--- src/rtl/pipelined_fir.sv ---
// pipelined_fir: 3-stage transposed-form FIR, one sample in and one full-precision result out per clock (optional clock enable via FIR_CE_EN)
module pipelined_fir #(
  parameter int NTAPS = 16,
  parameter int DIN_W = 16,
  parameter int COEF_W = 16,
  parameter int DOUT_W = 64,
  parameter logic [NTAPS*COEF_W-1:0] COEFFS = {16'd1, 16'd2, 16'd3, 16'd4, 16'd5, 16'd6, 16'd7, 16'd8,
                                               16'd8, 16'd7, 16'd6, 16'd5, 16'd4, 16'd3, 16'd2, 16'd1}
) (
  input  logic                     clk,
  input  logic                     rst,
`ifdef FIR_CE_EN
  input  logic                     ce,
`endif
  input  logic signed [DIN_W-1:0]  din,
  output logic signed [DOUT_W-1:0] dout
);
  localparam int PW = COEF_W + DIN_W;
  logic                     w_ce;
  logic signed [DIN_W-1:0]  r_x;
  logic signed [PW-1:0]     r_p [NTAPS];
  logic signed [DOUT_W-1:0] r_acc [NTAPS];
  logic signed [DOUT_W-1:0] r_dout;
`ifdef FIR_CE_EN
  assign w_ce = ce;
`else
  assign w_ce = 1'b1;
`endif
  // input sample register and output register behind the accumulator chain
  always_ff @(posedge clk or negedge rst)
    if (!rst) begin
      r_x    <= '0;
      r_dout <= '0;
    end else if (w_ce) begin
      r_x    <= din;
      r_dout <= r_acc[0];
    end
  genvar k;
  for (k = 0; k < NTAPS; k++) begin : g_tap
    logic signed [COEF_W-1:0] w_h;
    logic signed [DOUT_W-1:0] w_pext;
    logic signed [DOUT_W-1:0] w_up;
    assign w_h    = COEFFS[k*COEF_W +: COEF_W];
    assign w_pext = DOUT_W'(r_p[k]);
    if (k == NTAPS - 1) begin : g_last
      assign w_up = '0;
    end else begin : g_mid
      assign w_up = r_acc[k+1];
    end
    // per-tap product register and transposed accumulator stage
    always_ff @(posedge clk or negedge rst)
      if (!rst) begin
        r_p[k]   <= '0;
        r_acc[k] <= '0;
      end else if (w_ce) begin
        r_p[k]   <= PW'(w_h) * PW'(r_x);
        r_acc[k] <= w_up + w_pext;
      end
  end
  assign dout = r_dout;
endmodule

--- config.mk ---
export PLATFORM = sky130hd
export DESIGN_NAME = pipelined_fir
export DESIGN_NICKNAME = d
export VERILOG_FILES = /design/src/rtl/pipelined_fir.sv
export SDC_FILE = /design/constraint.sdc
export NUM_CORES = 2
export LEC_CHECK = 0
export ABC_AREA = 0
export CORE_ASPECT_RATIO = 1.75
export CORE_MARGIN = 5
export CORE_UTILIZATION = 55
export DETAILED_ROUTE_END_ITERATION = 8
export PLACE_DENSITY = 0.79
export SLEW_MARGIN = 5
export SYNTH_ARGS = -nofsm -noshare
export SYNTH_HDL_FRONTEND = slang
export SYNTH_SLANG_ARGS = --single-unit
--- constraint.sdc ---
create_clock -name clk -period 24.3 [get_ports clk]
set_clock_uncertainty 0.2 [all_clocks]
set_input_delay 4.86 -clock clk [delete_from_list [all_inputs] [get_ports clk]]
set_output_delay 4.86 -clock clk [all_outputs]
set_load 0.01 [all_outputs]
==> metrics.md <==
| Metric | Value |
|---|---|
| Critical path startpoint category | `input port` |
| Reg clk slew, reported paths | `0.07 ns` |
| Reg2reg path depth | `14` |
| Slew @ Worst Pin | `1.30 ns` |
| Synth Flop Type | `dfrtp_1` |
| FF+latch area | `27000 sq um` |
| Hold_buf cts | `0` |
| Worst-path cell chain | `buf_8 -> buf_4 -> buf_4 -> buf_4` |
| Clock root cell | `clkbuf_16` |
| Critical register-to-register path startpoint | `g_tap[8].w_pext[18]` |
| Commonest non-fill, non-tap cells in the layout | `1076 x dfrtp_1, 923 x a21oi_1, 917 x ha_1` |
| CP Capture Type | `asynchronous set/reset pin` |
| Synthesized cell area | `77000 sq um` |
| Async S/R FF share, synth | `100%` |
| Worst-path maximum fanout | `110` |
| Final period util | `30.8%` |
| RSZ-0062 raised after global routing | `no` |
| Syn Nets | `9291` |
| CTS resizes | `0` |
| Largest net degree at the start of global routing | `between 150 and 200` |
| CP startpoint | `rst` |
| Crit Path Class | `in -> async` |
| Row count | `about 180` |
| Die area | `148000 sq um` |
| MaxCap Viol Count | `0` |
| GRT Total Usage | `between 20 and 30%` |
| Critical Path Sink | `g_tap[3].w_up[63]` |
| Inst Count DP | `roughly 10000` |
| Postcts setup bufs | `0` |
| Synthesized instance count | `8298` |
| Post-synthesis register bit count | `1080` |
| Most common cell after layout, fill and taps aside | `dfrtp_1` |
| Initial detailed-routing violation count | `3232` |
| Antenna violations before repair | `5` |
| Setup Viol. Count Final | `0` |
| Worst path required time | `24.85 ns` |
| Sequential share of the synthesized area | `between 30% and 40%` |
| Avg WL per Cell | `20.3 um` |
| CP max-delay cell | `buf_4` |
| Clk_lat worst skew | `0.77 ns` |
| # clock sinks | `1080` |
| Cell Pwr Density | `161 nW/um^2` |
| Non-Filler Instances | `10200` |
| Vias per cell | `6.24` |
| Arrival time at the worst endpoint | `8.03 ns` |
| Grt total ovfl | `0` |
| Core area | `approximately 140000 sq um` |
| DRC Markers | `0` |
| EDFF count, synth | `0` |
| Leakage | `roughly 38 nW` |
| Top achievable clock speed | `about 130 MHz` |
| Detailed Place HPWL | `~160000 um` |
| I/O Pins | `82` |
| Post-Syn Area per Cell | `9.28 sq um` |
| Final Max Slew Viols | `0` |
| Synth warnings | `0` |
| Tmin final | `7.49 ns` |
| Worst slew margin | `13.2%` |
| Synth-to-layout area growth | `7.95%` |
| Vias in the first global route | `66200` |
| Distinct cells, synth | `110` |
| First-pass GRT wire length | `326000 um` |
| Vias | `63500` |
| Max VDD drop | `80.3 uV` |
| Post-Route Setup TNS | `0 ns` |
| Height of the die | `between 500 and 600 um` |
| CTS tree | `done` |
| Final Hold Violating Endpoints | `0` |
| Reg2Reg Setup Slack | `17.86 ns` |
| Outcome | `completed` |
| Global placement routability congestion | `about 0.96` |
| H-tree Lvls | `3` |
| CTS Buffer Depth | `3` |
| Hold Path Class | `reg -> reg` |
| Final Util | `59.8%` |
| Routed Antenna Nets | `0` |
| Initial Util | `55.4%` |
| Fill count | `about 12000` |
| Drt total wl | `between 200000 and 250000 um` |
| First-pass DRT Iterations | `6` |
| Final nets | `9241` |
| Max incr delay on CP | `between 0.8 and 0.9 ns` |
| # port buffers | `81` |
| Multi-input combinational cell area | `47800 sq um` |
| End of the worst register-to-register path | `g_tap[7].w_up[63]` |
| Layout cells sized above 1 | `3.69%` |
| Chip width | `a little under 300 um` |
| Num CTS Buffers | `~110` |
| Crit-path most repeated cell | `buf_4` |
-- critical path, delay by kind of cell --
| family | cells | cell delay (ns) |
|---|---|---|
| buffers and inverters | 4 | 2.99 |
-- metal layers --
metal | up-vias | wire length (um) | GRT usage (%)
met3 | 852 | 7120 | 2.85
met5 | - | 11 | 0
li1 | 30100 | - | -
met2 | 1719 | 117000 | 55.4
met4 | 2 | 17100 | 18.7
met1 | 30700 | 65100 | 23.5
-- worst min-delay path by stage --
| stage | slack, ns | endpoint | startpoint | cells after the start |
|---|---|---|---|---|
| CTS | 0.12 | g_tap[9].w_up[0] | g_tap[10].w_up[0] | 0 |
| floorplan | 0.13 | dout[0] | r_acc[960] | 0 |
| global route | 0.13 | g_tap[9].w_up[0] | g_tap[10].w_up[0] | 0 |
| detailed placement | 0.13 | dout[32] | r_acc[992] | 0 |
| finish | 0.12 | g_tap[9].w_up[0] | g_tap[10].w_up[0] | 0 |
| global placement | 0.13 | dout[1] | r_acc[961] | 0 |
-- through the flow --
step | power [mW] | hold WS, ns | area, sq um | setup WS, ns
global route | 14.4 | 0.134 | 83200 | 16.16
detailed placement | 11.5 | 0.135 | 79300 | 15.84
floorplan | 9.42 | 0.131 | 77000 | 15.22
finish | 13.4 | 0.124 | 83200 | 16.81
global placement | 11.3 | 0.132 | 79300 | 15.90
CTS | 13.3 | 0.118 | 83100 | 16.64
-- cells by family after synthesis --
group	share of synthesized area (%)
xor+xnor	9.59
simple gates	12.4
mux	0.0926
compound gates	23.6
buf+inv	2.82
fa+ha+maj	16.4
flops	35.1
-- cell usage after synthesis, drive strengths merged (14+ instances only) --
| library cell | number | area share (%) |
|---|---|---|
| a211o | 17 | 0.19 |
| o41ai | 17 | 0.25 |
| nand4 | 190 | 1.6 |
| a41oi | 16 | 0.19 |
| a21o | 510 | 5.0 |
| a221oi | 37 | 0.47 |
| o221ai | 21 | 0.24 |
| dfrtp | 1080 | 35 |
| nor4 | 28 | 0.23 |
| nand2b | 75 | 0.61 |
| nor2b | 97 | 0.79 |
| o21a | 92 | 0.91 |
| a211oi | 83 | 0.82 |
| clkbuf | 242 | 1.2 |
| a31oi | 115 | 0.95 |
| or3 | 34 | 0.28 |
| fa | 58 | 1.5 |
| o21bai | 179 | 1.7 |
| and2 | 53 | 0.43 |
| xnor2 | 552 | 6.3 |
| a311oi | 19 | 0.23 |
| a21boi | 38 | 0.37 |
| or4 | 14 | 0.14 |
| o31ai | 49 | 0.52 |
| inv | 300 | 1.5 |
| nor2 | 475 | 2.3 |
| and3 | 72 | 0.58 |
| xor2 | 291 | 3.3 |
| nor3 | 117 | 0.77 |
| ha | 917 | 15 |
| nand2 | 606 | 3.0 |
| or2 | 19 | 0.15 |
| o22ai | 18 | 0.15 |
| a2111oi | 24 | 0.31 |
| buf | 30 | 0.18 |
| a21oi | 924 | 6.0 |
| o21ai | 502 | 3.3 |
| nand3 | 167 | 1.1 |
| o211ai | 45 | 0.44 |
-- registers in the layout (all words and copies together), names as in the netlist --
name,flops
dout,64
g_tap.w_pext,70
g_tap.w_up,866
r_acc,64
r_x,16
-- area by class of cell --
type | instances | area share [%]
Inverter | 300 | 1.35
Clock buffer | 141 | 3.65
Sequential cell | 1080 | 32.5
Antenna cell | 1 | 0.00301
Multi-Input combinational cell | 6646 | 57.5
Tap cell | 1830 | 2.75
Clock inverter | 58 | 0.919
Timing Repair Buffer | 113 | 1.29
-- power breakdown --
part           switching, mW  total (mW)  leakage (nW)  internal, mW
combinational           5.02        8.47          23.8          3.45
clock                  0.782        1.79          1.85          1.01
sequential             0.366        3.13          12.6          2.76
(Power assumes the default switching activity.)
